## config.mk

```make
export PLATFORM = sky130hd
export DESIGN_NAME = muldiv_seq_flat
export DESIGN_NICKNAME = d
export VERILOG_FILES = /design/src/rtl/muldiv_pkg.sv /design/src/rtl/muldiv_seq_if.sv /design/src/rtl/muldiv_step.sv /design/src/rtl/muldiv_seq.sv /design/src/flat_wrapper.sv
export SDC_FILE = /design/constraint.sdc
export NUM_CORES = 1
export LEC_CHECK = 0
export BUFFER_PORTS_ARGS = -buffer_cell sky130_fd_sc_hd__buf_2
export CAP_MARGIN = 20
export CORE_MARGIN = 4
export CORE_UTILIZATION = 37
export CTS_CLUSTER_SIZE = 8
export DETAILED_ROUTE_END_ITERATION = 16
export GPL_ROUTABILITY_DRIVEN = 0
export SETUP_SLACK_MARGIN = 0.2
export SYNTH_ARGS = -nofsm -noshare
export SYNTH_HDL_FRONTEND = slang
export SYNTH_SLANG_ARGS = --single-unit
```

## constraint.sdc

```tcl
create_clock -name clk -period 7.29 [get_ports clk]
set_input_delay 0.3645 -clock clk [delete_from_list [all_inputs] [get_ports clk]]
set_output_delay 0.3645 -clock clk [all_outputs]
set_load 0.01 [all_outputs]
```

## src/rtl/muldiv_pkg.sv

```systemverilog
// Shared constants for the iterative multiply/divide sequencer:
// FSM state codes, operation encoding and the counter-width helper.
package muldiv_pkg;

  localparam logic [1:0] IDLE = 2'd0;
  localparam logic [1:0] RUN  = 2'd1;
  localparam logic [1:0] DONE = 2'd2;

  localparam logic OP_MUL = 1'b0;
  localparam logic OP_DIV = 1'b1;

  function automatic int clog2(input int n);
    int r;
    r = 0;
    while ((1 << r) < n) r++;
    return r;
  endfunction

endpackage

```

## src/rtl/muldiv_seq_if.sv

```systemverilog
// Issue-side request/response bundle of the multiply/divide sequencer.
// The issuer holds a request until busy drops; no queuing behind busy.
interface muldiv_seq_if #(parameter int RV = 32);
  logic          start;
  logic          mult;
  logic          div;
  logic [RV-1:0] a;
  logic [RV-1:0] b;
  logic [3:0]    rd_in;
  logic          kill;
  logic          busy;
  logic          done;
  logic [RV-1:0] result;
  logic [3:0]    rd_out;
  logic          div_zero;

  modport master (
    output start, mult, div, a, b, rd_in, kill,
    input  busy, done, result, rd_out, div_zero
  );

  modport slave (
    input  start, mult, div, a, b, rd_in, kill,
    output busy, done, result, rd_out, div_zero
  );
endinterface

```

## src/rtl/muldiv_step.sv

```systemverilog
// One combinational iteration: shift-add multiply step or restoring divide step.
// Zero latency; the sequencer registers every output.
module muldiv_step
  import muldiv_pkg::*;
#(
  parameter int RV = 32
) (
  input  logic          op,
  input  logic [RV:0]   acc_rem,
  input  logic [RV-1:0] ma_dq,
  input  logic [RV-1:0] mb_dv,
  output logic [RV:0]   acc_rem_nxt,
  output logic [RV-1:0] ma_dq_nxt,
  output logic [RV-1:0] mb_dv_nxt
);

  logic [RV:0] rem_sh;
  logic [RV:0] rem_sub;

  always_comb begin
    acc_rem_nxt = acc_rem;
    ma_dq_nxt   = ma_dq;
    mb_dv_nxt   = mb_dv;
    rem_sh      = {acc_rem[RV-1:0], ma_dq[RV-1]};
    rem_sub     = rem_sh - {1'b0, mb_dv};
    if (op == OP_MUL) begin
      // Carry into the top bit is harmless: only the low RV bits are returned.
      acc_rem_nxt = acc_rem + {1'b0, (mb_dv[0] ? ma_dq : '0)};
      ma_dq_nxt   = ma_dq << 1;
      mb_dv_nxt   = mb_dv >> 1;
    end else if (rem_sh >= {1'b0, mb_dv}) begin
      acc_rem_nxt = rem_sub;
      ma_dq_nxt   = {ma_dq[RV-2:0], 1'b1};
    end else begin
      acc_rem_nxt = rem_sh;
      ma_dq_nxt   = {ma_dq[RV-2:0], 1'b0};
    end
  end

endmodule

```

## src/rtl/muldiv_seq.sv

```systemverilog
// Iterative MULT/DIVU sequencer: accept in IDLE, done RV+1 cycles later (1 for early outs).
// Requests arriving while busy are dropped; kill aborts to IDLE without a done.
module muldiv_seq
  import muldiv_pkg::*;
#(
  parameter int RV = 32
) (
  input logic        clk,
  input logic        reset_n,
  muldiv_seq_if.slave bus
);

  localparam int CW = clog2(RV);

  logic [1:0]    state;
  logic [CW-1:0] cnt;
  logic          op;
  logic [RV:0]   acc_rem;
  logic [RV-1:0] ma_dq;
  logic [RV-1:0] mb_dv;
  logic [RV:0]   acc_rem_nxt;
  logic [RV-1:0] ma_dq_nxt;
  logic [RV-1:0] mb_dv_nxt;

  logic          busy_q;
  logic          done_q;
  logic [RV-1:0] result_q;
  logic [3:0]    rd_q;
  logic          dz_q;

  logic accept;
  logic sel_op;

  assign accept = bus.start & ~busy_q & ~bus.kill & (bus.mult | bus.div);
  assign sel_op = bus.mult ? OP_MUL : OP_DIV;

  muldiv_step #(.RV(RV)) u_step (
    .op          (op),
    .acc_rem     (acc_rem),
    .ma_dq       (ma_dq),
    .mb_dv       (mb_dv),
    .acc_rem_nxt (acc_rem_nxt),
    .ma_dq_nxt   (ma_dq_nxt),
    .mb_dv_nxt   (mb_dv_nxt)
  );

  always_ff @(posedge clk or negedge reset_n) begin
    if (!reset_n) begin
      state    <= IDLE;
      cnt      <= '0;
      op       <= OP_MUL;
      acc_rem  <= '0;
      ma_dq    <= '0;
      mb_dv    <= '0;
      busy_q   <= 1'b0;
      done_q   <= 1'b0;
      result_q <= '0;
      rd_q     <= '0;
      dz_q     <= 1'b0;
    end else begin
      done_q <= 1'b0;
      if (bus.kill) begin
        state  <= IDLE;
        busy_q <= 1'b0;
      end else begin
        case (state)
          IDLE: begin
            if (accept) begin
              op      <= sel_op;
              acc_rem <= '0;
              ma_dq   <= bus.a;
              mb_dv   <= bus.b;
              rd_q    <= bus.rd_in;
              dz_q    <= 1'b0;
              cnt     <= CW'(RV - 1);
              busy_q  <= 1'b1;
              if (sel_op == OP_DIV && bus.b == '0) begin
                state    <= DONE;
                done_q   <= 1'b1;
                result_q <= '1;
                dz_q     <= 1'b1;
              end else if (sel_op == OP_MUL && (bus.a == '0 || bus.b == '0)) begin
                state    <= DONE;
                done_q   <= 1'b1;
                result_q <= '0;
              end else begin
                state <= RUN;
              end
            end
          end
          RUN: begin
            acc_rem <= acc_rem_nxt;
            ma_dq   <= ma_dq_nxt;
            mb_dv   <= mb_dv_nxt;
            cnt     <= cnt - 1'b1;
            // Final iteration: publish the step output directly so done lands at T+RV+1.
            if (cnt == '0) begin
              state    <= DONE;
              done_q   <= 1'b1;
              result_q <= (op == OP_MUL) ? acc_rem_nxt[RV-1:0] : ma_dq_nxt;
            end
          end
          DONE: begin
            state  <= IDLE;
            busy_q <= 1'b0;
          end
          default: begin
            state  <= IDLE;
            busy_q <= 1'b0;
          end
        endcase
      end
    end
  end

  assign bus.busy     = busy_q;
  assign bus.done     = done_q;
  assign bus.result   = result_q;
  assign bus.rd_out   = rd_q;
  assign bus.div_zero = dz_q;

endmodule

```

## src/flat_wrapper.sv

```systemverilog
// flat-port wrapper written by rule: the top's interface ports become plain ports
module muldiv_seq_flat import muldiv_pkg::*;
#(
  parameter int RV = 32
)
  (clk, reset_n, bus_start, bus_mult, bus_div, bus_a, bus_b, bus_rd_in, bus_kill, bus_busy, bus_done, bus_result, bus_rd_out, bus_div_zero);
  muldiv_seq_if #(.RV(RV)) bus_i ();
  input logic clk;
  input logic reset_n;
  input wire logic [$bits(bus_i.start)-1:0] bus_start;
  input wire logic [$bits(bus_i.mult)-1:0] bus_mult;
  input wire logic [$bits(bus_i.div)-1:0] bus_div;
  input wire logic [$bits(bus_i.a)-1:0] bus_a;
  input wire logic [$bits(bus_i.b)-1:0] bus_b;
  input wire logic [$bits(bus_i.rd_in)-1:0] bus_rd_in;
  input wire logic [$bits(bus_i.kill)-1:0] bus_kill;
  output wire logic [$bits(bus_i.busy)-1:0] bus_busy;
  output wire logic [$bits(bus_i.done)-1:0] bus_done;
  output wire logic [$bits(bus_i.result)-1:0] bus_result;
  output wire logic [$bits(bus_i.rd_out)-1:0] bus_rd_out;
  output wire logic [$bits(bus_i.div_zero)-1:0] bus_div_zero;
  assign bus_i.start = bus_start;
  assign bus_i.mult = bus_mult;
  assign bus_i.div = bus_div;
  assign bus_i.a = bus_a;
  assign bus_i.b = bus_b;
  assign bus_i.rd_in = bus_rd_in;
  assign bus_i.kill = bus_kill;
  assign bus_busy = bus_i.busy;
  assign bus_done = bus_i.done;
  assign bus_result = bus_i.result;
  assign bus_rd_out = bus_i.rd_out;
  assign bus_div_zero = bus_i.div_zero;
  muldiv_seq #(.RV(RV)) u_core (.clk(clk), .reset_n(reset_n), .bus(bus_i));
endmodule
```

==> results_dict.tcl, run 1 <==
set metrics [dict create \
    die_height_um 177 \
    achievable-frequency_ghz 0.245 \
    detail_route.wirelength_mm 32.1 \
    initial_core_util 0.378 \
    final_antenna_net_count 0 \
    worst_path_most_repeated_cell "sky130_fd_sc_hd__o21ai_1" \
    power_switching_mw 2.65 \
    setup_slack_ns 3.20 \
    power_density_nw_per_um2 457 \
    route.detailed.vias_per_inst 5.60 \
    antenna-diode-count 0 \
    share_of_the_synthesized_area_in_compound_gates_ao_oa_aoi_oai 0.238 \
    syn_area_um2 10600 \
    postSynthAreaPerCell_um2 8.26 \
    maxCapViolCount 0 \
    detail_route.iter0.violations 725 \
    grt.total_usage 0.203 \
    crit_path_max_fanout 34 \
    max_slew.worst_pin.slew_ns 1.17 \
    ys_warn_count 0 \
    synth_adder_area_share 0.0820 \
    rows 61 \
    design_internal_power_mw 2.85 \
    synth.largest_area_cell "sky130_fd_sc_hd__dfrtp_1" \
    wire_length_of_the_first_global_routing_pass_mm 50.7 \
    cts-root-buf "sky130_fd_sc_hd__clkbuf_16" \
    vdd_ir_drop_max_mv 0.181 \
    crit_path_end_kind "flip-flop" \
    unrepaired_setup_endpoints_after_global_routing "no" \
    io_buffer_count 112 \
    cts-buffers-inserted 17 \
    share_clk_of_total_power 0.162 \
    status "finished clean" \
    synth_top_cell_area_share 0.339 \
    synth_top_family_by_area "compound AO/OA/AOI/OAI gates" \
    ioPinCount 113 \
    max_slew_margin 0.222 \
    aggregate_global_routing_overflow 0 \
    drt_pre_antenna_iters 5 \
    design.die.area_um2 31300 \
    post_route_cells_drive_above_1_share 0.134 \
    area.growth.synth_to_final_pct 14.2 \
    clock_latency_on_the_worst_skew_pair_ns 0.44 \
    total_clock_sinks 143 \
    setup.worst_path.class "reg2reg" \
    die_w_um 177 \
    hold_viol_final 0 \
    final_max_slew_viol_count 0 \
    synthFlopType "sky130_fd_sc_hd__dfrtp_1" \
    power.share.combinational 0.580 \
    first_global_vias 9458 \
    setup_total_negative_slack_ns 0 \
    netlist_top_cells_area "sky130_fd_sc_hd__dfrtp_1 34%, sky130_fd_sc_hd__ha_1 7.8%, sky130_fd_sc_hd__nand2_1 7.2%, sky130_fd_sc_hd__mux2i_1 4.9%, sky130_fd_sc_hd__a21oi_1 3.7%" \
    synth-seq-area-share 0.339 \
    dp_hpwl_mm 24.0 \
    synthCells 1278 \
    timing.hold.worst.class "in2reg" \
    cp_slowest_stage_delay_ns 0.73 \
    post_synth_num_cell_types 73 \
    number_of_nets_in_the_layout 1491 \
    synth.area.mux_share 0.0546 \
    total_of_hold_buffers_inserted_after_clock_tree_synthesis 1 \
    design.core.area_um2 27900 \
    layout.cells.most_common "sky130_fd_sc_hd__nand2_1" \
    worstPathCellList "and2_1 -> ha_1 -> fa_1 -> a211oi_2 -> o21ai_1 -> a2111oi_4 -> nor3_2 -> a211o_1 -> a221oi_4 -> o22a_1 -> mux2i_1 -> nor3_1 -> o21ai_1" \
    grt_antenna_before_repair 0 \
    asyncSetResetFlopFracSynth 1.00 \
    finalSetupViolations 0 \
    switching_share 0.482 \
    wl_per_cell_um 18.5 \
    finalClockSkew_ns 0.0161 \
    vias 9749 \
    synth_seq_cells 143 \
    post-route-period-util 0.561 \
    clock_transition_at_the_registers_of_the_reported_paths_ns 0.07 \
    seq_power_share 0.259 \
    layout_common_cells "202 x sky130_fd_sc_hd__nand2_1, 142 x sky130_fd_sc_hd__dfrtp_1, 111 x sky130_fd_sc_hd__buf_2" \
    yosys.area_share.xor_xnor 0.0498 \
    cts_setup_buffers 0 \
    synth_enable_flop_cells 0 \
    power.leakage_nw 5.65 \
    finalCriticalPeriod_ns 4.09 \
    postSynthNetCount 1420 \
    post-place-ws_ns 3.20 \
    crit_slowest_cell "sky130_fd_sc_hd__dfrtp_1" \
    drt_drc_violations_left 0 \
    worst-endpoint-arrival_ns 4.46 \
    largest_buffer_count_on_any_clock_path 2 \
    timing.critical_path.required_ns 7.66 \
    cts_tree "done" \
    ctsResizeCount 0 \
    yosys.area_share.simple 0.189 \
    largest_net_degree_at_the_start_of_global_routing 79 \
    cts_htree_levels 4 \
    worstSetupStartpointType "flip-flop" \
]
==> power groups by stage <==
stage | Clock, mW | Combinational, mW | Sequential (mW)
after floorplan | 0 | 2.45 | 1.31
after global placement | 0 | 3.13 | 1.43
after detailed placement | 0 | 3.16 | 1.43
after CTS | 0.904 | 3.18 | 1.42
after global routing | 0.934 | 3.55 | 1.46
final | 0.891 | 3.19 | 1.42
==> per-stage QoR <==
step	cells	util	hold slack [ns]	instance area (um2)	total power, mW
floorplan	1278	-	0.0689	10600	3.76
finish	1740	0.432	0.111	12100	5.51
CTS	1738	0.430	0.101	12000	5.51
detailed placement	1705	0.409	0.407	11400	4.59
global route	1740	0.432	0.111	12100	5.94
global placement	1705	0.409	0.412	11400	4.56
==> routing by layer <==
metal,global-route usage,part of all wire,vias up
met2,0.346,0.49,275
li1,-,-,4741
met1,0.255,0.43,4659
met3,0.0252,0.038,74
met5,0,0,-
met4,0.0964,0.042,0
==> cell type report <==
cell class,count,area [um2]
Clock buffer,17,425
Sequential cell,143,3580
Tap cell,378,473
Multi-Input combinational cell,1006,6500
Inverter,53,199
Fill cell,2881,15900
Clock inverter,15,165
Timing Repair Buffer,128,709
==> synth_stat cells, drive strengths merged (4+ instances only) <==
master,count
o21a,6
mux2i,52
nor2b,10
o31a,4
buf,9
dfrtp,143
and3,9
nand2b,7
a21oi,77
o21ai,108
and2,40
o21bai,5
ha,66
xor2,26
inv,53
o211ai,5
a22o,7
xnor2,34
nand4,17
a22oi,13
nand2,203
a21o,38
nor2,85
a221oi,6
o31ai,17
mux2,5
a31oi,45
clkbuf,67
nor3,17
a211oi,16
o221ai,6
nand3,23
nor4,18
==> kinds of logic after synthesis <==
group,after synthesis
AO/OA/AOI/OAI,382
XOR/XNOR,60
adder cells (fa/ha/maj),68
buffers and inverters,129
flip-flops,143
multiplexers,57
AND/OR/NAND/NOR,439
==> final timing paths <==
kind / from / end / slack, ns / cells after the start
hold / removal: bus_rd_in[3] / u_core.bus.rd_out[3] / 0.11 / 3
setup / recovery: u_core.mb_dv[0] / u_core.bus.result[30] / 3.20 / 13
hold reg to reg: u_core.bus.result[5] / u_core.bus.result[5] / 0.47 / 1
setup reg to reg: u_core.mb_dv[0] / u_core.bus.result[30] / 3.20 / 13
max in group asynchronous: reset_n / u_core.mb_dv[22] / 5.72 / 4
min in group asynchronous: reset_n / u_core.ma_dq[8] / 0.49 / 2
==> flip-flops by register name, summed over array words and instances (netlist names), 2 cells and up <==
| register | cells |
|---|---|
| u_core.acc_rem | 32 |
| u_core.state | 2 |
| u_core.mb_dv | 32 |
| u_core.bus.result | 32 |
| u_core.ma_dq | 32 |
| u_core.bus.rd_out | 4 |
| u_core.cnt | 5 |
==> critical path: cells and delay by family (launching register included) <==
| kind | cells | cell delay [ns] |
|---|---|---|
| flip-flops | 1 | 0.73 |
| adder cells (fa/ha/maj) | 2 | 0.70 |
| AO/OA/AOI/OAI | 7 | 1.85 |
| multiplexers | 1 | 0.19 |
| AND/OR/NAND/NOR | 3 | 0.55 |
(Power assumes the default switching activity.)
==> inputs of run 2 (changes only) <==
==> constraint.sdc (replaced) <==
create_clock -name clk -period 4 [get_ports clk]
set_input_delay 0.2 -clock clk [delete_from_list [all_inputs] [get_ports clk]]
set_output_delay 0.2 -clock clk [all_outputs]
set_load 0.01 [all_outputs]
==> results_dict.tcl, run 2 (same netlist as run 1, synthesis figures left out) <==
set metrics [dict create \
    setup_total_negative_slack_ns 0 \
    max_slew.worst_pin.slew_ns 1.06 \
    crit_slowest_cell "sky130_fd_sc_hd__fa_1" \
    vias 9801 \
    initial_core_util 0.378 \
    cp_slowest_stage_delay_ns 0.47 \
    largest_buffer_count_on_any_clock_path 2 \
    worst-endpoint-arrival_ns 3.91 \
    io_buffer_count 112 \
    cpLargestDelayFamily "compound AO/OA/AOI/OAI gates" \
    dp_hpwl_mm 24.4 \
    fin_util 0.435 \
    critical_path_buf_inv_count 0 \
    antenna-diode-count 0 \
    wire_length_of_the_first_global_routing_pass_mm 51.5 \
    worstPathCellList "and2_1 -> ha_1 -> fa_1 -> a211oi_2 -> o21ai_1 -> a2111oi_4 -> nor3_2 -> a211o_1 -> a221oi_4 -> o22a_1 -> and3b_1 -> o21ai_1 -> o211ai_1" \
    rows 61 \
    unrepaired_setup_endpoints_after_global_routing "no" \
    finalClockSkew_ns 0.0215 \
    total_clock_sinks 143 \
    number_of_nets_in_the_layout 1502 \
    hold_viol_final 0 \
    drt_pre_antenna_iters 5 \
    design.core.area_um2 27900 \
    layout.cell_area.non_filler_um2 12100 \
    power.leakage_nw 5.69 \
    timing.hold.worst_path_depth 3 \
    layout.cells.most_common "sky130_fd_sc_hd__nand2_1" \
    grt_antenna_before_repair 0 \
    cts_htree_levels 4 \
    design_power_total_mw 10.1 \
    placed_cells 1714 \
    timing.hold.worst.class "in2reg" \
    area.growth.synth_to_final_pct 15.0 \
    worstSetupStartpointType "flip-flop" \
    worst_min_delay_path_endpoint "u_core.ma_dq[28]" \
    layoutNonFillerInstCount 1751 \
    drt_drc_violations_left 0 \
    post-route-period-util 0.892 \
    routedLengthMet1_mm 14.2 \
    met2RoutedLength_mm 16.4 \
    worst_path_most_repeated_cell "sky130_fd_sc_hd__o21ai_1" \
    power_density_nw_per_um2 834 \
    r2r_start "u_core.ma_dq[0]" \
    ioPinCount 113 \
    grt.total_usage 0.207 \
    finalCriticalPeriod_ns 3.57 \
    r2r_setup_slack_ns 0.43 \
    die_w_um 177 \
    detail_route.wirelength_mm 32.4 \
    max_slew_margin 0.291 \
    timing.critical_path.required_ns 4.34 \
    maxCapViolCount 0 \
    reg2regPathDepth 13 \
    status "finished clean" \
    final_antenna_net_count 0 \
    die_height_um 177 \
    layout_common_cells "202 x sky130_fd_sc_hd__nand2_1, 142 x sky130_fd_sc_hd__dfrtp_1, 111 x sky130_fd_sc_hd__buf_2" \
    highest_layer "met4" \
    setup.worst_path.class "reg2reg" \
    clock_latency_on_the_worst_skew_pair_ns 0.44 \
    finalSetupViolations 0 \
    min_from "bus_a[28]" \
    clock_transition_at_the_registers_of_the_reported_paths_ns 0.08 \
    cts-buffers-inserted 17 \
    vdd_ir_drop_max_mv 0.321 \
    route.detailed.vias_per_inst 5.60 \
    cts-root-buf "sky130_fd_sc_hd__clkbuf_16" \
    design.die.area_um2 31300 \
    post_dp_cell_area_um2 11500 \
    detail_route.iter0.violations 678 \
    first_global_vias 9419 \
    achievable-frequency_ghz 0.280 \
    timing.rr.end "u_core.acc_rem[30]" \
    crit_path_max_fanout 7 \
    cts_tree "done" \
    final_max_slew_viol_count 0 \
    wl_per_cell_um 18.5 \
    largest_net_degree_at_the_start_of_global_routing 83 \
    aggregate_global_routing_overflow 0 \
    crit_path_end_kind "flip-flop" \
    wl_met3_mm 1.18 \
    post_route_cells_drive_above_1_share 0.138 \
]
## run 2: cell count changes in the layout (fill, tap and decap cells not counted), sizes merged
cell / before / now
clkbuf: 17 / 18
dlygate4sd3: 1 / 5
clkinv: 3 / 1
clkinvlp: 2 / 3
buf: 127 / 134
## run 2: final cells by class
| cell class | instances | area, um2 |
|---|---|---|
| clock buffer | 18 | 429 |
| inverter | 53 | 199 |
| timing repair buffer | 139 | 807 |
| clock inverter | 14 | 145 |
| multi-input combinational | 1006 | 6500 |
| sequential | 143 | 3580 |
| fill | 2820 | 15800 |
| tap | 378 | 473 |
## run 2: where the power goes
part	total, mW	switching, mW	internal, mW
Combinational	5.98	3.53	2.45
Clock	1.60	0.724	0.880
Sequential	2.54	0.577	1.96
Total	10.1	4.83	5.29
## run 2: metrics by stage
| stage | setup WS [ns] | hold WS (ns) |
|---|---|---|
| 4_1_cts | 0.450 | 0.0121 |
| 2_1_floorplan | 0.730 | -0.0956 |
| 3_5_place_dp | 0.477 | 0.240 |
| 6_report | 0.430 | 0.0242 |
| 5_1_grt | 0.212 | 0.0147 |
| 3_3_place_gp | 0.495 | 0.229 |
## run 2: timing repair
| item | in CTS | in global routing |
|---|---|---|
| gates resized for setup | 0 | 1 |
| hold buffers | 5 | 0 |
| setup buffers | 0 | 0 |
| setup endpoints to repair | 0 | 1 |
| hold endpoints to repair | 65 | 0 |
## run 2: metal layers
layer	vias to the layer above	track usage
li1	4761	-
met1	4744	0.269
met2	253	0.365
met3	43	0.0282
met4	0	0.0503
met5	-	0
## run 2: worst register-to-register path: cells and delay by family, from the launching register on
family,cells,cell delay [ns]
DFF,1,0.40
AOI/OAI and AO/OA,8,1.87
and+or+nand+nor,3,0.51
adders and majority gates,2,0.69
## run 2: worst max path at each step
stage,startpoint,to,slack [ns],depth (start not counted)
after floorplan,u_core.mb_dv[0],u_core.bus.result[30],0.73,13
after global placement,u_core.ma_dq[0],u_core.bus.result[30],0.50,13
after detailed placement,u_core.ma_dq[0],u_core.bus.result[30],0.48,13
after CTS,u_core.ma_dq[0],u_core.bus.result[30],0.45,13
after global routing,u_core.ma_dq[0],u_core.bus.result[30],0.21,13
final,u_core.ma_dq[0],u_core.acc_rem[30],0.43,13
